--- config.mk ---
export PLATFORM = sky130hd
export DESIGN_NAME = gc_conf_sequencer
export DESIGN_NICKNAME = d
export VERILOG_FILES = /design/src/rtl/gc_conf_sequencer.sv
export SDC_FILE = /design/constraint.sdc
export NUM_CORES = 1
export LEC_CHECK = 0
export BUFFER_PORTS_ARGS = -buffer_cell sky130_fd_sc_hd__buf_2
export CAP_MARGIN = 20
export CORE_AREA = 2 2 72 74
export CTS_CLUSTER_DIAMETER = 30
export DETAILED_ROUTE_END_ITERATION = 10
export DIE_AREA = 0 0 74 76
export PLACE_DENSITY_LB_ADDON = 0.08
export SETUP_SLACK_MARGIN = 0.05
export SLEW_MARGIN = 5
export SYNTH_ARGS = -nofsm -noshare
export SYNTH_HDL_FRONTEND = slang
export SYNTH_SLANG_ARGS = --single-unit
--- constraint.sdc ---
create_clock -name conf_clk -period 2.05 [get_ports conf_clk]
set_input_delay 0.41 -clock conf_clk [delete_from_list [all_inputs] [get_ports conf_clk]]
set_output_delay 0.41 -clock conf_clk [all_outputs]
set_load 0.05 [all_outputs]
--- src/rtl/gc_conf_sequencer.sv ---
`default_nettype none
// ============================================================================
// Module   : gc_conf_sequencer
// Brief    : Delivers a packed configuration stream to GC sub-blocks one target
//            at a time over conf_bus/sel/output_selector; reports done/error.
// Revision : 1.0
// ============================================================================
module gc_conf_sequencer #(
    parameter int DIMENSION                = 3,
    parameter int SELECT_WIDTH             = 3,
    parameter int ITERATION_VARIABLE_WIDTH = 16,
    parameter int ACK_TIMEOUT              = 15
) (
    input  logic                                conf_clk,
    input  logic                                reset,
    input  logic                                start,
    input  logic                                src_valid,
    input  logic [ITERATION_VARIABLE_WIDTH-1:0] src_data,
    output logic                                src_ready,
    input  logic [2**SELECT_WIDTH-1:0]          conf_ack_bus,
    output logic [ITERATION_VARIABLE_WIDTH-1:0] conf_bus,
    output logic [SELECT_WIDTH-1:0]             sel,
    output logic [DIMENSION-1:0]                output_selector,
    output logic                                busy,
    output logic                                conf_done,
    output logic                                conf_error,
    output logic [1:0]                          err_code
);

    localparam int                     c_cnt_w    = $clog2(DIMENSION + 1);
    localparam int                     c_tmr_w    = $clog2(ACK_TIMEOUT + 1);
    localparam logic [SELECT_WIDTH-1:0] c_sel_idle = '1;
    localparam logic [c_tmr_w-1:0]     c_tmr_last = c_tmr_w'(ACK_TIMEOUT - 1);
    localparam logic [c_cnt_w-1:0]     c_cnt_one  = c_cnt_w'(1);

    localparam logic [1:0] c_err_header  = 2'd1;
    localparam logic [1:0] c_err_acked   = 2'd2;
    localparam logic [1:0] c_err_timeout = 2'd3;

    typedef enum logic [2:0] {
        S_IDLE     = 3'd0,
        S_HDR      = 3'd1,
        S_LOAD     = 3'd2,
        S_WAIT_ACK = 3'd3,
        S_DONE     = 3'd4,
        S_ERR      = 3'd5
    } state_t;

    state_t                    r_state;
    logic [SELECT_WIDTH-1:0]   r_target;
    logic [DIMENSION-1:0]      r_mask;
    logic                      r_last;
    logic [c_cnt_w-1:0]        r_remaining;
    logic [c_tmr_w-1:0]        r_timer;

    logic                      w_accept;
    logic [SELECT_WIDTH-1:0]   w_hdr_target;
    logic [DIMENSION-1:0]      w_hdr_mask;
    logic [DIMENSION-1:0]      w_mask_plus1;
    logic                      w_hdr_last;
    logic                      w_hdr_bad;
    logic                      w_hdr_acked;
    logic                      w_target_ack;
    logic [c_cnt_w-1:0]        w_popcount;

    assign w_accept     = src_valid & src_ready;
    assign w_hdr_target = src_data[SELECT_WIDTH-1:0];
    assign w_hdr_mask   = src_data[SELECT_WIDTH+DIMENSION-1:SELECT_WIDTH];
    assign w_hdr_last   = src_data[ITERATION_VARIABLE_WIDTH-1];
    assign w_mask_plus1 = w_hdr_mask + 1'b1;

    // A thermometer mask 0..01..1 has no bit shared with its own increment.
    assign w_hdr_bad    = (w_hdr_target == c_sel_idle) || (w_hdr_mask == '0) ||
                          ((w_hdr_mask & w_mask_plus1) != '0);
    assign w_hdr_acked  = conf_ack_bus[w_hdr_target];
    assign w_target_ack = conf_ack_bus[r_target];

    always_comb begin
        w_popcount = '0;
        for (int i = 0; i < DIMENSION; i++) begin
            w_popcount = w_popcount + c_cnt_w'(w_hdr_mask[i]);
        end
    end

    always_ff @(posedge conf_clk or negedge reset) begin
        if (!reset) begin
            r_state         <= S_IDLE;
            r_target        <= '0;
            r_mask          <= '0;
            r_last          <= 1'b0;
            r_remaining     <= '0;
            r_timer         <= '0;
            src_ready       <= 1'b0;
            conf_bus        <= '0;
            sel             <= c_sel_idle;
            output_selector <= '0;
            busy            <= 1'b0;
            conf_done       <= 1'b0;
            conf_error      <= 1'b0;
            err_code        <= 2'd0;
        end else begin
            // The bus is idle unless a payload beat was accepted last cycle.
            sel             <= c_sel_idle;
            output_selector <= '0;

            case (r_state)
                S_IDLE, S_DONE, S_ERR: begin
                    if (start) begin
                        r_state    <= S_HDR;
                        busy       <= 1'b1;
                        src_ready  <= 1'b1;
                        conf_done  <= 1'b0;
                        conf_error <= 1'b0;
                        err_code   <= 2'd0;
                    end
                end

                S_HDR: begin
                    if (w_accept) begin
                        if (w_hdr_bad) begin
                            r_state    <= S_ERR;
                            src_ready  <= 1'b0;
                            busy       <= 1'b0;
                            conf_error <= 1'b1;
                            err_code   <= c_err_header;
                        end else if (w_hdr_acked) begin
                            r_state    <= S_ERR;
                            src_ready  <= 1'b0;
                            busy       <= 1'b0;
                            conf_error <= 1'b1;
                            err_code   <= c_err_acked;
                        end else begin
                            r_state     <= S_LOAD;
                            r_target    <= w_hdr_target;
                            r_mask      <= w_hdr_mask;
                            r_last      <= w_hdr_last;
                            r_remaining <= w_popcount;
                        end
                    end
                end

                S_LOAD: begin
                    if (w_accept) begin
                        conf_bus        <= src_data;
                        sel             <= r_target;
                        output_selector <= r_mask;
                        r_remaining     <= r_remaining - 1'b1;
                        if (r_remaining == c_cnt_one) begin
                            r_state   <= S_WAIT_ACK;
                            src_ready <= 1'b0;
                            r_timer   <= '0;
                        end
                    end
                end

                S_WAIT_ACK: begin
                    // First cycle carries the final word, so ack is ignored there.
                    if ((r_timer != '0) && w_target_ack) begin
                        if (r_last) begin
                            r_state   <= S_DONE;
                            busy      <= 1'b0;
                            conf_done <= 1'b1;
                        end else begin
                            r_state   <= S_HDR;
                            src_ready <= 1'b1;
                        end
                    end else if (r_timer == c_tmr_last) begin
                        r_state    <= S_ERR;
                        busy       <= 1'b0;
                        conf_error <= 1'b1;
                        err_code   <= c_err_timeout;
                    end else begin
                        r_timer <= r_timer + 1'b1;
                    end
                end

                default: begin
                    r_state   <= S_IDLE;
                    src_ready <= 1'b0;
                    busy      <= 1'b0;
                end
            endcase
        end
    end

endmodule
`default_nettype wire
==> flow_summary.toml, run 1 <==
[sta]
worst_slack_ps = 124
maxSlewHeadroom = 0.646
fin_setup_tns_ps = 0
skew_ps = 3.02
rsz0062_at_grt = "no"
slew_violations = 0
fmax_mhz = 519
period_share = 0.939
setup_viol = 0
worst_hold_slack_ps = 84.2
final-hold-violation-count = 0
min_period_ps = 1930
worst_slew_pin_slew_ps = 532

[routing]
viasPerCell = 5.37
first_iter_violations = 112
via_count = 1777
drc = 0
drt_pass1_iterations = 4
ant_nets = 0
drt_wl_total_mm = 4.97
avgRoutedWirePerCell_um = 15.0

[finish]
final_layout_size_suffix_gt1_frac = 0.471
final_common_cell = "buf_2"
area_growth_pct = 30.2
n_antenna_cell = 0
fin_area_um2 = 2890
fillers = 425
layout_common_cells = "54 x buf_2, 39 x dfrtp_1, 18 x mux2_2, 18 x buf_4"
layout.nets = 293

[logic_synthesis]
syn-num-nets = 220
yosysUniqueCellTypes = 46
ys.flop_type = "dfrtp_1"
synth.area.mux_share = 0.182
postSynth.asyncResetShare = 1.00
synth_edf_count = 0
synth_xor_area_frac = 0
yosysSeqAreaShare = 0.497
synth_top_family_by_area = "multiplexers"
synthSimpleGateAreaFrac = 0.142
synth.area.top_cells = "dfrtp_1 46%, mux2_2 9.1%, mux2_4 4.1%"
avgSynthCellArea_um2 = 11.9
ys_ff_latch = 44
syn-cell-area_um2 = 2220
yosys.area.top_type = "dfrtp_1"
synth_cells = 187
ys_warn_count = 0
synth_top_area_share = 0.462
synth-compound-area-share = 0.115
synthAdderAreaFrac = 0.0315

[setup_path]
crit_fanout = 7
r2r_start = "r_target[0]$_DFFE_PN0P_"
r2r_end = "r_state[0]$_DFFE_PN0P_"
ff2ff_path_depth = 6
worstPathArrival_ps = 2110
cp-end-kind = "flip-flop"
worst-setup-path-type = "in2reg"
startpoint_type = "primary input"
r2r_slack_ps = 160
required_ps = 2230

[floorplanning]
die_area_um2 = 5620
initial_core_util = 0.452
die_h_um = 76
io_pins = 56
fp-row-count = 26
core_um2 = 4910
die_w_um = 74

[global_route]
overflow = 0
track_usage = 0.196
grt_pass1_vias = 1842
grt_max_degree = 24
antenna_found_initial = 0
grt_first_pass_wirelength_mm = 8.57

[cts]
insertion_delay_ps = 290
clk_path_buf_depth = 2
cts_sinks = 44
cts_tree = "built"
htree_levels = 2
cts_root_buf = "clkbuf_8"
cts_buffers = 5
clk_pin_slew_ps = 80

[min_path]
hold_path_class = "in2async"

[pwr]
peakVddDrop_v = 0.000742
power_leakage_nw = 1.41
powerDensity_nw_per_um2 = 1590
p_total_w = 0.00459

[place]
post-dp-hpwl_mm = 3.76
dpl_cell_area_um2 = 2700
dpl_worst_slack_ps = -281
place.gp.congestion = 0.865
portBuffers = 55

[flow_run]
maxCapViolCount = 0

[status]
status = "finished clean"
## metal layers
layer | wire, um | track usage | vias to the layer above
met5 | 0 | 0 | -
met4 | 84 | 0.0655 | 0
met3 | 258 | 0.0476 | 10
met2 | 2480 | 0.320 | 54
met1 | 2140 | 0.252 | 869
li1 | - | - | 844
## state kept, by name, indices dropped and copies added, names as in the netlist
name             count
output_selector      3
conf_done            1
r_last               1
err_code             2
sel                  3
conf_bus            16
r_timer              4
r_remaining          2
src_ready            1
r_state              3
busy                 1
r_target             3
conf_error           1
r_mask               3
## Yosys cell counts (all sizes together), types with 4 or more instances
library cell  instances
ha                    4
dfrtp                41
nor2                  5
a31oi                 8
nand3                 7
buf                   5
nor3                  6
a21oi                 8
or3                   5
o21ai                 9
clkbuf                4
mux2                 27
inv                   5
nand4                 4
nand2                 8
## how the worst max path moves through the flow
stage                     depth (start not counted)                     from                endpoint
final                                             6              src_data[0]      r_last$_DFFE_PN0P_
after global routing                              6  r_target[0]$_DFFE_PN0P_  r_state[0]$_DFFE_PN0P_
after CTS                                         7  r_target[0]$_DFFE_PN0P_  r_state[2]$_DFFE_PN0P_
after detailed placement                          6              src_data[0]   r_mask[2]$_DFFE_PN0P_
after global placement                            6              src_data[0]   r_mask[1]$_DFFE_PN0P_
after floorplan                                   6              src_data[0]      r_last$_DFFE_PN0P_
## through the flow
step            util  std cells
2_1_floorplan      -        187
3_3_place_gp   0.549        321
3_5_place_dp   0.549        321
4_1_cts        0.585        331
5_1_grt        0.589        331
6_report       0.589        331
## layout make-up
cell class                      instances  area [um^2]  share of cell area
Clock buffer                            5         68.8              0.0238
Clock inverter                          3         90.1              0.0312
Inverter                                5         18.8             0.00649
Multi-Input combinational cell        129         1060               0.367
Sequential cell                        44         1110               0.383
Tap cell                               70         87.6              0.0303
Timing Repair Buffer                   75          457               0.158
## cells by family (layout without fill, tap and decap cells)
family,count (synthesis),in the layout
DFF,44,44
buffers and inverters,14,88
adders and majority gates,5,5
and+or+nand+nor,53,53
muxes,31,31
AOI/OAI and AO/OA,40,40
## power by group
group	switching (W)	total, W	internal (W)	leakage [nW]
combinational	0.00139	0.00224	0.000847	0.774
clock	0.000303	0.000913	0.000609	0.0784
sequential	0.000253	0.00144	0.00119	0.561
## critical path, stage by stage
cell and delay, ps:
buf_6 100, mux2_2 330, mux4_2 510, nor3_4 240
nand3_4 190, mux2_4 330
## timing repair
item | CTS | global route
hold buffers | 0 | 0
cloned | 0 | 0
buffers inserted | 2 | 0
resized for setup | 1 | 6
setup endpoints to repair | 6 | 10
pin swaps | 2 | 2
Note: power is estimated with default switching activity, not from simulation.
==> run 2: changes to the inputs <==
--- a/config.mk
+++ b/config.mk
@@ -7,10 +7,10 @@
 export LEC_CHECK = 0
 export BUFFER_PORTS_ARGS = -buffer_cell sky130_fd_sc_hd__buf_2
 export CAP_MARGIN = 20
-export CORE_AREA = 2 2 72 74
+export CORE_AREA = 2 2 70 72
 export CTS_CLUSTER_DIAMETER = 30
 export DETAILED_ROUTE_END_ITERATION = 10
-export DIE_AREA = 0 0 74 76
+export DIE_AREA = 0 0 72 74
 export PLACE_DENSITY_LB_ADDON = 0.08
 export SETUP_SLACK_MARGIN = 0.05
 export SLEW_MARGIN = 5
==> constraint.sdc (replaced) <==
create_clock -name conf_clk -period 1.9 [get_ports conf_clk]
set_input_delay 0.38 -clock conf_clk [delete_from_list [all_inputs] [get_ports conf_clk]]
set_output_delay 0.38 -clock conf_clk [all_outputs]
set_load 0.05 [all_outputs]
==> run 2 against run 1 <==
  * Die area decreased by 5.3%
  * Worst setup slack got worse by 99 ps
  * Critical path depth unchanged
  * Clock power decreased by 35%
  * Routed wire length increased by 9.5%
  * Global-route usage increased by 2.7 points
  * Clock skew increased by 4.6 ps
  * Sequential power increased by 8%
  * First-iteration DRC count increased by 74%
  * Largest cell class is now multi-input combinational cells
  * Largest power group unchanged
  * Highest routed layer unchanged
==> flow_summary.toml, run 2 (same netlist as run 1, synthesis figures left out) <==
[flow_run]
maxCapViolCount = 0

[cts]
cts_buffers = 5
cts_tree = "built"
clk_path_buf_depth = 2
cts_sinks = 44
cts_root_buf = "clkbuf_8"
clk_pin_slew_ps = 80
insertion_delay_ps = 290
htree_levels = 2

[setup_path]
r2r_start = "r_target[0]$_DFFE_PN0P_"
cp-end-kind = "flip-flop"
worstPathArrival_ps = 2050
cp-startpoint = "src_data[0]"
critPathSlowestCell = "mux4_2"
crit_fanout = 7
required_ps = 2080
worst-setup-path-type = "in2reg"
cpMostUsedCell = "mux2_4"
startpoint_type = "primary input"
crit_chain = "buf_12, mux2_4, mux4_2, nor3_4, nand3_4, mux2_4"
slowest_delay_ps = 520

[finish]
fin_area_um2 = 3000
layout.nets = 303
final_common_cell = "buf_2"
regMostFlops = "conf_bus"
fillers = 358
n_antenna_cell = 0
fin_cells = 325
layout_common_cells = "54 x buf_2, 41 x dfrtp_1, 26 x buf_4"
largest_reg_flops = 16
area_growth_pct = 34.9
top_regs = "conf_bus x16, r_timer x4"
final_layout_size_suffix_gt1_frac = 0.531

[floorplanning]
fp-row-count = 25
initial_core_util = 0.483
die_area_um2 = 5330
core_um2 = 4600
io_pins = 56
die_w_um = 72
die_h_um = 74

[pwr]
power_leakage_nw = 1.47
p_comb_frac = 0.571
p_seq_frac = 0.311
p_int_w = 0.00273
clockPowerShare = 0.119
peakVddDrop_v = 0.000907
switching_share = 0.456
powerDensity_nw_per_um2 = 1680
power.switching_w = 0.00229

[status]
status = "finished clean"

[sta]
worst_slew_pin_slew_ps = 520
skew_ps = 7.62
setup_viol = 0
period_share = 0.986
maxSlewHeadroom = 0.651
min_period_ps = 1870
final-hold-violation-count = 0
fmax_mhz = 534
slew_violations = 0
rsz0062_at_grt = "yes"
worst_slack_ps = 25.9

[global_route]
grt_max_degree = 45
antenna_found_initial = 0
track_usage = 0.223
grt_pass1_vias = 1925
overflow = 0
grt_first_pass_wirelength_mm = 8.97

[min_path]
hold_path_class = "in2async"

[place]
dpl_cell_area_um2 = 2750
dpl_worst_slack_ps = -406
portBuffers = 55
place_inst = 312
place.gp.congestion = 0.895
post-dp-hpwl_mm = 4.08

[routing]
wl_met1_mm = 2.28
first_iter_violations = 195
highest_layer = "met4"
wl_met3_um = 226
ant_nets = 0
drt_wl_total_mm = 5.44
wl_met2_mm = 2.80
viasPerCell = 5.59
drt_pass1_iterations = 5
drc = 0
avgRoutedWirePerCell_um = 16.7
via_count = 1817
## run 2: changes by cell type in the layout (fill, tap and decap cells not counted), moves of 2 or more
| cell | before | now |
|---|---|---|
| buf_4 | 18 | 26 |
| dfrtp_1 | 39 | 41 |
| o21ai_0 | 8 | 5 |
| mux2_2 | 18 | 16 |
| bufinv_16 | 3 | 0 |
| mux2_4 | 8 | 11 |
| dfrtp_2 | 2 | 0 |
| clkinv_2 | 0 | 2 |
| nor2_4 | 0 | 2 |
## run 2: timing repair
item | 4_1_cts | 5_1_grt
setup buffers | 1 | 4
setup endpoints to repair | 13 | 18
hold buffers | 0 | 0
resized for setup | 14 | 16
pin swaps | 4 | 12
## run 2: area by class of cell
| cell class | instances | area, um^2 | share of cell area |
|---|---|---|---|
| sequential | 44 | 1100 | 0.369 |
| clock buffer | 6 | 82.6 | 0.0276 |
| multi-input combinational | 129 | 1160 | 0.388 |
| timing repair buffer | 85 | 548 | 0.183 |
| tap | 54 | 67.6 | 0.0226 |
| clock inverter | 2 | 10.0 | 0.00334 |
| inverter | 5 | 18.8 | 0.00627 |
## run 2: final timing paths
| kind | depth (start not counted) | to | slack (ps) |
|---|---|---|---|
| worst max-delay path | 6 | r_target[0]$_DFFE_PN0P_ | 30 |
| worst min register to register | 1 | r_mask[0]$_DFFE_PN0P_ | 470 |
| max in group asynchronous | 2 | sel[0]$_DFF_PN1_ | 1590 |
| worst max register to register | 5 | r_state[0]$_DFFE_PN0P_ | 50 |
| worst min-delay path | 2 | conf_error$_DFFE_PN0P_ | 50 |
| min in group conf_clk | 2 | conf_bus[6]$_DFFE_PN0P_ | 320 |
## run 2: metal layers
layer / vias to the layer above / global-route usage
li1: 866 / -
met1: 874 / 0.266
met2: 65 / 0.383
met3: 12 / 0.0488
met4: 0 / 0.113
met5: - / 0
## run 2: worst max-delay path: cells and delay by family
family | cells | cell delay, ps
mux | 3 | 1140
buf+inv | 1 | 110
simple gates | 2 | 410
## run 2: per-stage QoR
step | utilization | total power (W) | hold slack (ps) | setup TNS, ps
CTS | 0.629 | 0.00476 | 48.0 | 0
global placement | 0.598 | 0.00403 | 371 | -3880
global route | 0.651 | 0.00533 | 57.4 | -185
detailed placement | 0.598 | 0.00409 | 376 | -4900
floorplan | - | 0.00329 | 84.4 | -2050
finish | 0.651 | 0.00502 | 46.5 | 0
## run 2: power groups by stage
stage	Clock, W	Combinational [W]	Sequential (W)
5_1_grt	0.000653	0.00307	0.00161
3_3_place_gp	0	0.00250	0.00153
6_report	0.000596	0.00286	0.00156
3_5_place_dp	0	0.00253	0.00155
2_1_floorplan	0	0.00113	0.00217
4_1_cts	0.000619	0.00260	0.00154
==> run 3: changes to the inputs <==
--- a/config.mk
+++ b/config.mk
@@ -12,6 +12,7 @@
 export DETAILED_ROUTE_END_ITERATION = 10
 export DIE_AREA = 0 0 72 74
 export PLACE_DENSITY_LB_ADDON = 0.08
+export RECOVER_POWER = 25
 export SETUP_SLACK_MARGIN = 0.05
 export SLEW_MARGIN = 5
 export SYNTH_ARGS = -nofsm -noshare
==> run 3 against run 2 <==
  * Worst setup slack about the same
  * Cell count unchanged
  * First-iteration DRC count unchanged
  * Critical path type unchanged
==> flow_summary.toml, run 3 (same netlist as run 1, synthesis figures left out) <==
[status]
status = "finished clean"

[routing]
drc = 0
viasPerCell = 5.61
drt_pass1_iterations = 4
via_count = 1822
drt_wl_total_mm = 5.44
avgRoutedWirePerCell_um = 16.7
ant_nets = 0
first_iter_violations = 195

[setup_path]
ff2ff_path_depth = 5
r2r_end = "r_state[0]$_DFFE_PN0P_"
crit_fanout = 7
cpMostUsedCell = "mux2_4"
slowest_delay_ps = 520
required_ps = 2080
startpoint_type = "primary input"
worstPathArrival_ps = 2050
crit_chain = "buf_12, mux2_4, mux4_2, nor3_4, nand3_4, mux2_4"
crit_buf_inv = 1
critPathSlowestCell = "mux4_2"
r2r_slack_ps = 50
cp-end-kind = "flip-flop"
worst-setup-path-type = "in2reg"
path_depth = 6
critPathTopFamily = "multiplexers"
r2r_start = "r_target[0]$_DFFE_PN0P_"

[cts]
clk_pin_slew_ps = 80
cts_buffers = 5
cts_sinks = 44
cts_tree = "built"
insertion_delay_ps = 290
htree_levels = 2
cts_root_buf = "clkbuf_8"
clk_path_buf_depth = 2

[finish]
n_antenna_cell = 0
regMostFlops = "conf_bus"
final_common_cell = "buf_2"
fin_cells = 325
fin_area_um2 = 2980
top_regs = "conf_bus x16, r_timer x4"
layout_common_cells = "54 x buf_2, 41 x dfrtp_1, 26 x buf_4"
area_growth_pct = 34.2
layout.nets = 303
final_util = 0.648
largest_reg_flops = 16
final_layout_size_suffix_gt1_frac = 0.531

[place]
portBuffers = 55
post-dp-hpwl_mm = 4.08
dpl_cell_area_um2 = 2750
place_inst = 312
place.gp.congestion = 0.895

[global_route]
grt_pass1_vias = 1925
grt_first_pass_wirelength_mm = 8.97
track_usage = 0.223
overflow = 0
grt_max_degree = 45
antenna_found_initial = 0

[sta]
slew_violations = 0
fin_setup_tns_ps = 0
final-hold-violation-count = 0
worst_slew_pin_slew_ps = 1050
rsz0062_at_grt = "yes"
skew_ps = 7.62
setup_viol = 0
maxSlewHeadroom = 0.300
fmax_mhz = 534
period_share = 0.986
min_period_ps = 1870

[min_path]
whs_path_depth = 2
min_from = "src_data[6]"
hold_path_class = "in2reg"
hold_end = "conf_bus[6]$_DFFE_PN0P_"

[floorplanning]
initial_core_util = 0.483
core_um2 = 4600
die_w_um = 72
io_pins = 56
die_area_um2 = 5330
fp-row-count = 25
die_h_um = 74

[pwr]
p_total_w = 0.00501
power_leakage_nw = 1.47
peakVddDrop_v = 0.000907
powerDensity_nw_per_um2 = 1680

[flow_run]
maxCapViolCount = 0
==> run 3: worst max-delay path by stage <==
stage	to	startpoint	slack (ps)
CTS	r_target[0]$_DFFE_PN0P_	src_data[0]	10
floorplan	r_last$_DFFE_PN0P_	src_data[0]	-250
global route	r_timer[2]$_DFFE_PN0P_	r_target[0]$_DFFE_PN0P_	-60
detailed placement	r_mask[2]$_DFFE_PN0P_	src_data[0]	-410
global placement	r_mask[1]$_DFFE_PN0P_	src_data[0]	-340
finish	r_target[0]$_DFFE_PN0P_	src_data[0]	30
==> run 3: area by class of cell <==
cell class,count,area (um^2)
multi-input combinational,129,1160
clock inverter,2,10.0
timing repair buffer,85,533
clock buffer,6,82.6
fill,360,1620
tap,54,67.6
inverter,5,18.8
sequential,44,1100
==> run 3: timing repair <==
item / 4_1_cts / 5_1_grt
endpoints found under the setup margin: 13 / 18
buffers inserted: 1 / 4
hold buffers: 0 / 0
pin swaps: 4 / 12
resized for setup: 14 / 16
==> run 3: through the flow <==
step                worst slack [ps]  hold WS (ps)
floorplan                       -252          84.4
global placement                -341           371
detailed placement              -406           376
CTS                             12.0          48.0
global route                   -55.5           310
finish                          25.9           316
==> run 3: routing by layer <==
layer,part of all wire,track usage
met3,0.041,0.0488
met4,0.024,0.113
met1,0.42,0.266
met2,0.51,0.383
met5,0,0
==> run 3: report_power, final <==
group	leakage, nW	switching (W)	internal (W)
sequential	0.564	0.000281	0.00128
combinational	0.850	0.00170	0.00116
clock	0.0510	0.000307	0.000290
total	1.47	0.00229	0.00273
